$ cat src/rtl/memory_pkg.sv
// Shared Beta opcode constants and decode helpers for the memory stage.
package memory_pkg;

    localparam logic [5:0]  OPCODE_LD    = 6'h18;
    localparam logic [5:0]  OPCODE_ST    = 6'h19;
    localparam logic [5:0]  OPCODE_JMP   = 6'h1B;
    localparam logic [5:0]  OPCODE_BEQ   = 6'h1C;
    localparam logic [5:0]  OPCODE_BNE   = 6'h1D;
    localparam logic [5:0]  OPCODE_LDR   = 6'h1F;
    localparam logic [31:0] NOP_ENCODING = 32'h83FFF800;
    localparam logic [4:0]  REG_ZERO     = 5'd31;

    typedef enum logic [0:0] {
        PORT_IDLE = 1'b0,
        PORT_WAIT = 1'b1
    } port_state_e;

    function automatic logic is_load_op(input logic [5:0] op);
        return (op == OPCODE_LD) || (op == OPCODE_LDR);
    endfunction

    function automatic logic is_mem_op(input logic [5:0] op);
        return is_load_op(op) || (op == OPCODE_ST);
    endfunction

    // Loads write Rc too, even though their opcode[5] is clear.
    function automatic logic writes_rc(input logic [5:0] op);
        return op[5] || is_load_op(op) || (op == OPCODE_JMP) ||
               (op == OPCODE_BEQ) || (op == OPCODE_BNE);
    endfunction

endpackage

$ cat src/rtl/memory_dmem_port.sv
// Data-memory request sequencer: IDLE/WAIT handshake, stall and completion strobe.
module memory_dmem_port
    import memory_pkg::*;
(
    input  logic clk,
    input  logic rst,
    input  logic mem_op,
    input  logic dmem_ready,
    output logic dmem_req,
    output logic mem_stall,
    output logic done
);

    port_state_e state_r;
    port_state_e state_next_s;
    logic        req_s;

    // State register; reset abandons any outstanding access.
    always_ff @(posedge clk) begin
        if (rst) begin
            state_r <= PORT_IDLE;
        end else begin
            state_r <= state_next_s;
        end
    end

    // Next-state and request decode.
    always_comb begin
        state_next_s = state_r;
        req_s        = 1'b0;
        case (state_r)
            PORT_IDLE: begin
                req_s = mem_op;
                if (mem_op && !dmem_ready) begin
                    state_next_s = PORT_WAIT;
                end else begin
                    state_next_s = PORT_IDLE;
                end
            end
            PORT_WAIT: begin
                req_s = 1'b1;
                if (dmem_ready) begin
                    state_next_s = PORT_IDLE;
                end else begin
                    state_next_s = PORT_WAIT;
                end
            end
            default: begin
                req_s        = 1'b0;
                state_next_s = PORT_IDLE;
            end
        endcase
    end

    assign dmem_req  = req_s;
    assign mem_stall = req_s & ~dmem_ready;
    assign done      = req_s & dmem_ready;

endmodule

$ cat src/rtl/memory.sv
// Beta memory pipeline stage: stage registers, LD/LDR/ST access, WB muxing and forwarding.
module memory
    import memory_pkg::*;
#(
    parameter logic [31:0] NOP_INST   = NOP_ENCODING,
    parameter bit          ALIGN_ADDR = 1'b1
) (
    input  logic        clk,
    input  logic        rst,
    input  logic [31:0] pc_mem_next,
    input  logic [31:0] ir_mem_next,
    input  logic [31:0] y_mem_next,
    input  logic [31:0] st_mem_next,
    output logic        mem_stall,
    output logic        dmem_req,
    output logic        dmem_we,
    output logic [31:0] dmem_addr,
    output logic [31:0] dmem_wdata,
    input  logic        dmem_ready,
    input  logic [31:0] dmem_rdata,
    output logic [31:0] pc_wb_next,
    output logic [31:0] ir_wb_next,
    output logic [31:0] y_wb_next,
    output logic        fwd_mem_en,
    output logic [4:0]  fwd_mem_rc,
    output logic [31:0] fwd_mem_y
);

    logic [31:0] pc_mem_r;
    logic [31:0] ir_mem_r;
    logic [31:0] y_mem_r;
    logic [31:0] st_mem_r;

    logic [5:0]  opcode_s;
    logic        is_mem_s;
    logic        is_load_s;
    logic        done_s;
    logic        load_done_s;
    logic [31:0] result_s;

    // Stage registers: capture from execute unless the access is still outstanding.
    always_ff @(posedge clk) begin
        if (rst) begin
            pc_mem_r <= 32'h0000_0000;
            ir_mem_r <= NOP_INST;
            y_mem_r  <= 32'h0000_0000;
            st_mem_r <= 32'h0000_0000;
        end else if (!mem_stall) begin
            pc_mem_r <= pc_mem_next;
            ir_mem_r <= ir_mem_next;
            y_mem_r  <= y_mem_next;
            st_mem_r <= st_mem_next;
        end
    end

    assign opcode_s  = ir_mem_r[31:26];
    assign is_mem_s  = is_mem_op(opcode_s);
    assign is_load_s = is_load_op(opcode_s);

    memory_dmem_port u_dmem_port (
        .clk        (clk),
        .rst        (rst),
        .mem_op     (is_mem_s),
        .dmem_ready (dmem_ready),
        .dmem_req   (dmem_req),
        .mem_stall  (mem_stall),
        .done       (done_s)
    );

    // Request fields come straight from stage registers so they hold across waits.
    assign dmem_addr  = ALIGN_ADDR ? {y_mem_r[31:2], 2'b00} : y_mem_r;
    assign dmem_wdata = st_mem_r;
    assign dmem_we    = (opcode_s == OPCODE_ST);

    assign load_done_s = is_load_s & done_s;
    assign result_s    = load_done_s ? dmem_rdata : y_mem_r;

    assign pc_wb_next = pc_mem_r;
    assign ir_wb_next = mem_stall ? NOP_INST : ir_mem_r;
    assign y_wb_next  = result_s;

    // A load's value is only forwardable once the read data has arrived.
    assign fwd_mem_rc = ir_mem_r[25:21];
    assign fwd_mem_y  = result_s;
    assign fwd_mem_en = writes_rc(opcode_s) && (ir_mem_r[25:21] != REG_ZERO) &&
                        (!is_load_s || done_s);

endmodule

$ cat config.mk
export PLATFORM = sky130hd
export DESIGN_NAME = memory
export DESIGN_NICKNAME = d
export VERILOG_FILES = /design/src/rtl/memory_pkg.sv /design/src/rtl/memory_dmem_port.sv /design/src/rtl/memory.sv
export SDC_FILE = /design/constraint.sdc
export NUM_CORES = 1
export LEC_CHECK = 0
export ABC_AREA = 1
export CAP_MARGIN = 25
export CORE_AREA = 3 3 142 144
export DETAILED_ROUTE_END_ITERATION = 6
export DIE_AREA = 0 0 145 147
export GPL_ROUTABILITY_DRIVEN = 0
export HOLD_SLACK_MARGIN = 0.1
export PLACE_DENSITY = 0.72
export SLEW_MARGIN = 10
export SYNTH_ARGS = -nofsm -noshare
export SYNTH_HDL_FRONTEND = slang
export SYNTH_SLANG_ARGS = --single-unit
export TNS_END_PERCENT = 100
$ cat constraint.sdc
create_clock -name clk -period 2.4 [get_ports clk]
set_input_delay 0.48 -clock clk [delete_from_list [all_inputs] [get_ports clk]]
set_output_delay 0.48 -clock clk [all_outputs]
set_load 0.005 [all_outputs]
[Yosys cells after proc, flatten, opt, wreduce, memory -nomap -nowiden]
Index checks and enable logic that the tools add are counted.
Word-level totals
  register bits: 129
  input bits: 163
  output and inout port bits: 201
  logic and storage cells: 35
Operators by class
  equality and inequality tests: 7
  muxes and demuxes: 6
  bitwise gates (word level): 5
  reductions and logical operators: 12
Operators with widths (count)
  $mux 32: 2
  $eq 6x5->1 const B: 6
  $logic_or 1x1->1: 7
  $ne 5x5->1 const B: 1
  $pmux 1 s2: 2
  $and 1x1->1: 3
  $logic_and 1x1->1: 3
  $logic_not 1->1: 2
  $mux 1: 2
  $not 1->1: 2

[Depth between registers and ports, before layout]
Gate-level depths: netlist of run 1.
  word-level depth: 8
  gate-level depth with buffers: 11
  depth with buffers taken out: 9

[Cells and area by module]
From an unflattened synthesis of run 1, not the netlist that was laid out.
Unflattened totals
  cell total of the unflattened synthesis: 804
  area total of the unflattened synthesis: 5834.3 µm²
Modules (own cells, without submodules)
  memory: instances 1, cells an instance 797, area an instance 5783.0 µm², seq. area each 2562.5 µm²
  memory_dmem_port: instances 1, cells an instance 7, area an instance 51.3 µm², seq. area each 20.0 µm²

[Least setup slack after synthesis of run 1]
OpenSTA, ideal clock, no wires.
  path kind: flip-flop to output port
  start: register ir_mem_r[29]
  end: output port y_wb_next[10]
  arrival: 1.406 ns
  required time: 1.920 ns
  setup slack: 0.514 ns
  stages on the path, launching flop included: 10
  buffers on the path: 2
  cells stage by stage: dfxtp_1 inv_1 nor2_1 nand2_1 nand2_1 nand2_2 nor2_4 clkbuf_1 o21ai_0 buf_4
On the way
  cells in the longest elaborated chain, start to end: 7
  elaborated cells on any way between the ends: 9
  classes of those cells: 3 x eq/ne; 2 x mux; 2 x bitwise; 2 x reduce/logical
Ends and longest elaborated chain
  from (decl): line memory.sv:30  | logic [31:0] ir_mem_r;
  from (signal assigned): line memory.sv:50  | ir_mem_r <= ir_mem_next;
  $eq 6x5->1: line memory_pkg.sv:19  | return (op == OPCODE_LD) || (op == OPCODE_LDR);
  $logic_or 1x1->1: line memory_pkg.sv:19
  $logic_or 1x1->1: line memory_pkg.sv:23  | return is_load_op(op) || (op == OPCODE_ST);
  $pmux 1 s2: line memory_dmem_port.sv:31  | case (state_r)
  $and 1x1->1: line memory_dmem_port.sv:57  | assign done = req_s & dmem_ready;
  $and 1x1->1 (*): line memory.sv:75  | assign load_done_s = is_load_s & done_s;
  $mux 32 (*): line memory.sv:76  | assign result_s = load_done_s ? dmem_rdata : y_mem_r;
  to (decl): line memory.sv:23  | output logic [31:0] y_wb_next,
Every way passes the cells marked *; elsewhere a longest branch is shown, timed or not.

[Worst setup path in the final report of run 1]
  start: register ir_mem_r[28]
  end: output port y_wb_next[5]
Same word-level chain as after synthesis.

==> reports/summary.md, run 1 <==
The iteration count of the initial detailed-routing pass was 5. The cell type with the highest occurrence count on the critical path is sky130_fd_sc_hd__nand2_2. The layout cell share with drive strength beyond 1 was 0.234. The highest-delay cell along the critical path was sky130_fd_sc_hd__dfxtp_4. The iteration-0 DRC count of the detailed router was 386. Counting the fill cells in the layout gives 1,713. The standby leakage power came out at 0.00509 uW.

The final-report hold violation count is 0. The endpoint of the worst-slack reg-to-reg timing path is ir_mem_r[5]$_SDFFE_PP0N_. For the worst ir drop on vdd, the log shows 0.444 mV. Traced cell by cell, the critical path runs through nand2_2, nor2_2, inv_1, nand2_1, nand2_2, nor2_4, buf_12, buf_8, buf_6, buf_6, nand2_2, o21ai_2, buf_2.

The remaining design rule violation count came out at 0. The min-delay analysis places its worst path in the category flip-flop to flip-flop. The average cell area after synthesis was 6.55 um^2; the post-route clock skew was 0.0103 ns. The logs give 0.0213 mm^2 for the total die area and 0.527 for the remaining max-slew budget at the tightest pin. For the number of library cell types mapped by synthesis, the log shows 22.

The number of max-cap violations is 0, and the number of primary I/O pins is 364. The run gives 1,498 as the number of nets in the layout. For this run, the top clock speed supported by timing is 388 MHz. The final worst setup slack was -0.180 ns. The tools report the number of antenna-violating nets in the routed design as 0. The run gives 7,218 as the via count. The multi-input gate area in the final layout came out at 0.00302 mm^2. The critical path is of the flip-flop to output pin type. Yosys attributes the largest share of cell area to sky130_fd_sc_hd__dfxtp_1 39%, sky130_fd_sc_hd__nor2_1 14%, sky130_fd_sc_hd__nand3_1 11%, sky130_fd_sc_hd__nand2_1 9.7%, sky130_fd_sc_hd__buf_4 8.2%. The number of global-route vias before repair was 6,619; the clock transition time at the flip-flop clock pins of the worst setup and hold paths was 0.06 ns.

For the overall track demand over capacity in global routing, the log shows 0.207. The number of buffers created by CTS is 17, and the maximum number of pins on one net before global-route repair is 129. The floorplan has 50 rows.

The remaining global-route overflow is 0, and the arrival time at the worst endpoint is 2.10 ns. For the number of antenna violations at the first check in global routing, the log shows 1. The final period utilization was 1.07; the y dimension of the die was 147 um. After technology mapping, the gate count stands at 1,002. In the routed layout, each cell is associated on average with a via count of 4.49. The tree built by TritonCTS fans out to 129 sinks. The worst hold path passes through 2 cells. Setup repair after global routing could not meet its margin everywhere. The die width is 145 um, and the quantity of I/O buffers inserted on ports is 361. The endpoint class of the critical path was an output pin. The first global-routing pass estimated 35,800 um of wire. The tools report the initial core utilization as 0.349.

The worst hold path begins at ir_mem_r[13]$_SDFFE_PP1N_. The number of cell instances on the worst register-to-register path was 13. The area of the core region was 0.0188 mm^2. The synthesized design contains 129 register bits. The required time reported for the critical path endpoint was 1.92 ns; the area overhead of the layout relative to synthesis was 70.0%. The worst setup timing slack at the placement stage was -0.425 ns. The tools report the clock tree root driver cell as sky130_fd_sc_hd__clkbuf_16.

TritonCTS built the clock tree. The run finished, with violations left. The H-tree depth was 4.

The count of synthesis-stage warnings from yosys is 0, and the part of the Yosys area used for sequential elements is 0.393. The reg2reg setup slack came out at 0.11 ns. The mapped netlist covers 0.00656 mm^2. For the pin with the worst max-slew slack, the measured transition is 0.710 ns.

STA classifies the critical path startpoint as a flip-flop. For the flip-flop and latch area, the log shows 0.00259 mm^2. The final layout contains routed wiring with a total length of 24,400 um. The startpoint identified for the worst register-to-register timing path is ir_mem_r[28]$_SDFFE_PP0N_. The kind of cell with the highest combined delay along the critical path is buffers and inverters.

The wire length per cell was 15.2 um; the total power per unit cell area was 530 mW/mm^2. The smallest clock period supported by the final layout is computed as 2.58 ns. After clock tree synthesis, the flow added hold-fix buffers numbering 0. Setup violations remaining at the end of the flow were counted as 80. The logs give 2 for the maximum clock insertion buffer count and 0 for the final number of max-transition violations. The final reports fail on setup timing. The top fanout value on the critical path came out at 5.

In this design, the stage delay of the slowest critical-path cell is 0.37 ns. The overall power after layout was 5920 uW; the buffer and inverter count on the worst path was 6. The top cell type by total area after synthesis is sky130_fd_sc_hd__dfxtp_1. Post-DP HPWL: 15,700 um. At the later pin of the worst-skew pair, clock insertion delay measures 0.42 ns. The area share of the leading cell type in the synthesized netlist came out at 0.393.

Capture endpoint of the worst hold path: ir_mem_r[13]$_SDFFE_PP1N_.
-- cells by family (layout without fill, tap and decap cells) --
group,count (synthesis),count (layout),synth area share
AND/OR/NAND/NOR,586,586,0.373
flip-flops,129,129,0.393
buffers and inverters,252,597,0.207
other,1,3,0.000571
AO/OA/AOI/OAI,34,34,0.0263
-- worst reg2reg max path: stages (launching register included) --
cell	delay, ns
sky130_fd_sc_hd__dfxtp_4	0.37
sky130_fd_sc_hd__nand2_2	0.06
sky130_fd_sc_hd__nor2_2	0.13
sky130_fd_sc_hd__inv_1	0.05
sky130_fd_sc_hd__nand2_1	0.08
sky130_fd_sc_hd__nand2_2	0.08
sky130_fd_sc_hd__buf_4	0.14
sky130_fd_sc_hd__buf_4	0.15
sky130_fd_sc_hd__nand2_8	0.08
sky130_fd_sc_hd__buf_4	0.17
sky130_fd_sc_hd__buf_12	0.33
sky130_fd_sc_hd__nand3_1	0.39
sky130_fd_sc_hd__nand2_1	0.11
sky130_fd_sc_hd__nor2_1	0.04
-- state kept, by name, summed over array words and instances (netlist names) --
signal,flops
dmem_wdata,32
ir_mem_r,32
pc_wb_next,32
u_dmem_port.state_r,1
y_mem_r,32
-- layer usage --
metal	wire, um	GRT usage	share of wire	up-vias
li1	-	-	-	3632
met1	9530	0.234	0.39	3255
met2	12500	0.368	0.51	282
met3	1720	0.0679	0.070	49
met4	666	0.0741	0.027	0
met5	0	0	0	-
-- cell type report --
| type | count | share of cell area |
|---|---|---|
| clock buffers | 18 | 0.0385 |
| diodes | 1 | 0.000224 |
| repair buffers | 446 | 0.376 |
| inverters | 119 | 0.0404 |
| multi-input cells | 622 | 0.271 |
| well taps | 260 | 0.0292 |
| clock inverters | 14 | 0.0127 |
| flip-flops and latches | 129 | 0.232 |
-- metrics by stage --
step	utilization	cells	TNS, ns	hold slack [ns]	cell area (um^2)
2_1_floorplan	-	1003	0	0.461	6570
3_3_place_gp	0.527	1523	-23.61	0.474	9920
3_5_place_dp	0.527	1523	-26.50	0.477	9920
4_1_cts	0.563	1576	-7.15	0.494	10600
5_1_grt	0.593	1609	-15.31	0.536	11200
6_report	0.593	1609	-7.59	0.496	11200
-- what timing repair did --
item / CTS / global route
setup endpoints to repair: 99 / 98
gates cloned: 3 / 2
resized for setup: 256 / 296
buffers inserted: 18 / 35
pin swaps: 1 / 13
-- where the power goes --
group	switching, uW	total (uW)	internal [uW]	leakage (uW)
Sequential	63.9	2330	2270	0.00108
Clock	997	2520	1520	0.000272
Combinational	434	1070	634	0.00374
Total	1490	5920	4420	0.00509
-- cells in the final DEF (no fill, tap or decap), drive strengths merged, types with 2 or more instances in the layout --
master and instances:
buf 150, bufinv 2, clkbuf 48, clkdlybuf4s50 261, clkinv 8, clkinvlp 4
conb 2, dfxtp 129, dlygate4sd2 3, inv 119, nand2 172, nand3 146
nor2 251, o21ai 32, or2 15
-- cell usage after synthesis --
master,number
sky130_fd_sc_hd__clkbuf_1,17
sky130_fd_sc_hd__o21ai_0,21
sky130_fd_sc_hd__buf_6,16
sky130_fd_sc_hd__a211oi_1,1
sky130_fd_sc_hd__o21ai_1,11
sky130_fd_sc_hd__nand3_1,146
sky130_fd_sc_hd__nand4_1,1
sky130_fd_sc_hd__nor3_1,1
sky130_fd_sc_hd__nand2_1,169
sky130_fd_sc_hd__or2_2,15
sky130_fd_sc_hd__dfxtp_1,129
sky130_fd_sc_hd__buf_2,16
sky130_fd_sc_hd__buf_1,12
sky130_fd_sc_hd__nor2_2,1
sky130_fd_sc_hd__inv_1,118
sky130_fd_sc_hd__inv_2,1
sky130_fd_sc_hd__nor2_1,248
sky130_fd_sc_hd__conb_1,1
sky130_fd_sc_hd__a21oi_1,1
sky130_fd_sc_hd__nand2_2,3
sky130_fd_sc_hd__nor2_4,2
sky130_fd_sc_hd__buf_4,72
-- how the worst max path moves through the flow --
stage | from | to | slack, ns | depth (start not counted)
finish | ir_mem_r[28]$_SDFFE_PP0N_ | y_wb_next[5] | -0.18 | 13
global route | ir_mem_r[27]$_SDFFE_PP0N_ | y_wb_next[5] | -0.27 | 13
CTS | ir_mem_r[27]$_SDFFE_PP0N_ | fwd_mem_y[5] | -0.28 | 13
detailed placement | dmem_ready | fwd_mem_y[5] | -0.43 | 8
global placement | dmem_ready | y_wb_next[7] | -0.39 | 8
floorplan | ir_mem_r[29]$_SDFFE_PP0N_ | y_wb_next[10] | 0.51 | 9
No activity file was read; power rests on OpenSTA's default activity.
==> run 2: changes to the inputs <==
- CORE_AREA: 3 3 142 144 -> 2 2 141 143
- DIE_AREA: 0 0 145 147 -> 0 0 143 145
==> run 2 against run 1 <==
Against the previous run: largest power group unchanged; the run still ends with setup timing left; clock power rose by 8%; routed wire length fell by 4.4%; sequential power barely moved; utilization fell by 3.1 points; cell count fell by 0.93%; flip-flop and latch count did not move; sequential share of layout area rose by 0.82 points; combinational power fell by 4%; die area fell by 2.7%; global-route usage fell by 0.055 points; clock-buffer cell count did not move.
==> reports/summary.md, run 2 (synthesis results as in run 1) <==
The flow ran to the end, but the final reports show violations. The final reports fail on setup timing. The endpoint class of the critical path was an output pin.

Setup repair after global routing could not meet its margin everywhere. The run gives 0 as the remaining design rule violation count. The shortest period the worst path allows is 2.48 ns, and the area of the core region is 0.0192 mm^2. Wires add up to 23,400 um.

The run gives 129 as the total number of clock tree sinks. The signal on the critical path passes through nand2_4, nor2_4, buf_4, nand2_1, nand2_1, nor2_2, nor2_4, buf_4, clkbuf_16, or2_4, buf_6. The per-cell via count in the routed design came out at 4.47. Final hold analysis gives a worst-case slack of 0.501 ns.

Post-DP HPWL: 14,900 um. For the number of primary I/O pins, the log shows 364. Path class of the lowest-slack min-delay path: flip-flop to flip-flop.

The tools report the remaining max-slew budget at the tightest pin as 0.584. Across the VDD grid, the largest voltage drop is 0.461 mV. The number of nets in the layout was 1,479.

Relative to the synthesized area, the layout overhead comes to 64.3%. The final setup violation count is 63. TritonCTS built the clock tree.

The final period utilization is 1.03. The clock reaches the later pin of the worst-skew pair after 0.41 ns. The worst-margin pin slew was 0.624 ns; the total power per unit cell area was 562 mW/mm^2. Static timing analysis puts the maximum clock frequency at 404 MHz.

In this run the number of H-tree levels came out at 4. The layout cell share with drive strength beyond 1 is 0.194, and the final worst setup slack is -0.0751 ns. Data on the critical path is required at its endpoint by 1.92 ns.

Across the run, the number of max-cap violations was 0. After detailed routing, the average wire length per cell comes to 14.7 um. The die covers 0.0207 mm^2. The largest stage delay on the critical path was 0.37 ns; the number of antenna violations at the first check in global routing was 0. In this run the deepest clock path goes through 2 buffers. For the maximum number of pins on one net before global-route repair, the log shows 129. The number of buffers created by CTS is 17. Leaving out fill and tap cells, the most frequent cell in the layout is sky130_fd_sc_hd__clkdlybuf4s50_1. Overall track demand over capacity in global routing: 0.207.

The initialized floorplan defines 51 standard-cell rows. The tools report the sort of element at the start of the critical path as a flip-flop. The initial core utilization is 0.342, and the final number of max-transition violations is 0. The remaining global-route overflow was 0. In the layout the commonest cells are 262 x sky130_fd_sc_hd__clkdlybuf4s50_1, 242 x sky130_fd_sc_hd__nor2_1, 165 x sky130_fd_sc_hd__nand2_1.

The run gives -0.314 ns as the worst setup timing slack at the placement stage. Across the routed clock network, the largest skew measured is 0.00984 ns. For the final-report hold violation count, the log shows 0. The placed instances occupy a cell area of 0.00989 mm^2. In this run the static leakage power is 0.00487 uW. CTS placed an instance of sky130_fd_sc_hd__clkbuf_16 at the clock tree root. Iteration count of the initial detailed-routing pass: 5.

The run gives 1,828 as the count of filler cells inserted in the layout. The number of antenna diodes in the final layout is 0. Number of global-route vias before repair: 6,418. The arrival time at the worst endpoint is 2.00 ns. The run gives 336 as the iteration-0 DRC count of the detailed router. The reg2reg setup slack is 0.20 ns. The critical path is of the flip-flop to output pin type. After clock tree synthesis, the clock-pin slew on the worst setup and hold paths is 0.06 ns. In this run the remaining antenna-violating nets after routing total 0.

The y dimension of the die works out to 145 um. The quantity of I/O buffers inserted on ports works out to 361. For this design, the slowest cell found on the critical path is sky130_fd_sc_hd__dfxtp_4.

The first global-routing pass estimated 34,000 um of wire. With fillers left out, the area of the finished cells amounts to 0.0108 mm^2. Die width: 143 um.

Along the worst path, the maximum fanout reaches 6. For this block, the via count after detailed routing is 7,131.
==> run 2: power by group <==
part           total [uW]  internal (uW)  switching, uW
logic                1030            617            411
registers            2330           2260           65.3
clock network        2710           1650           1060
total                6060           4530           1530
==> run 2: cell type report <==
class / instances / area [um^2] / share of cell area
Timing Repair Buffer: 427 / 3960 / 0.367
Multi-Input combinational cell: 622 / 2840 / 0.264
Sequential cell: 129 / 2590 / 0.241
Inverter: 119 / 452 / 0.0419
Clock buffer: 18 / 429 / 0.0398
Tap cell: 265 / 332 / 0.0307
Clock inverter: 14 / 178 / 0.0165
==> run 2: through the flow <==
step,utilization,total power (uW),setup TNS [ns],instances
2_1_floorplan,-,2790,0,1003
6_report,0.561,6060,-1.82,1594
4_1_cts,0.556,6100,-10.08,1583
3_5_place_dp,0.515,3440,-21.84,1524
5_1_grt,0.561,6320,-8.49,1594
3_3_place_gp,0.515,3420,-20.11,1524
==> run 2: metal layers <==
metal,part of all wire,vias to the layer above,track usage
met4,0.022,0,0.0718
met5,0,-,0
met1,0.39,3232,0.234
met2,0.50,267,0.361
li1,-,3598,-
met3,0.082,34,0.0677
==> run 2: final timing paths <==
check / cells after the start / to / from
min: 2 / ir_mem_r[11]$_SDFFE_PP1N_ / ir_mem_r[11]$_SDFFE_PP1N_
min reg2reg: 2 / ir_mem_r[11]$_SDFFE_PP1N_ / ir_mem_r[11]$_SDFFE_PP1N_
max: 11 / ir_wb_next[19] / ir_mem_r[26]$_SDFFE_PP0N_
max reg2reg: 12 / dmem_wdata[13]$_SDFFE_PP0N_ / ir_mem_r[26]$_SDFFE_PP0N_
==> run 2: worst max-delay path: cells and delay by family (launching register included) <==
kind                   cells  cell delay (ns)
and+or+nand+nor            7             0.70
buffers and inverters      4             0.52
DFF                        1             0.37
==> run 2: what timing repair did <==
| item | in CTS | in global routing |
|---|---|---|
| setup endpoints to repair | 99 | 95 |
| setup buffers | 22 | 12 |
| pin swaps | 6 | 8 |
| resized for setup | 301 | 177 |
| cloned | 5 | 2 |
| hold buffers | 0 | 0 |
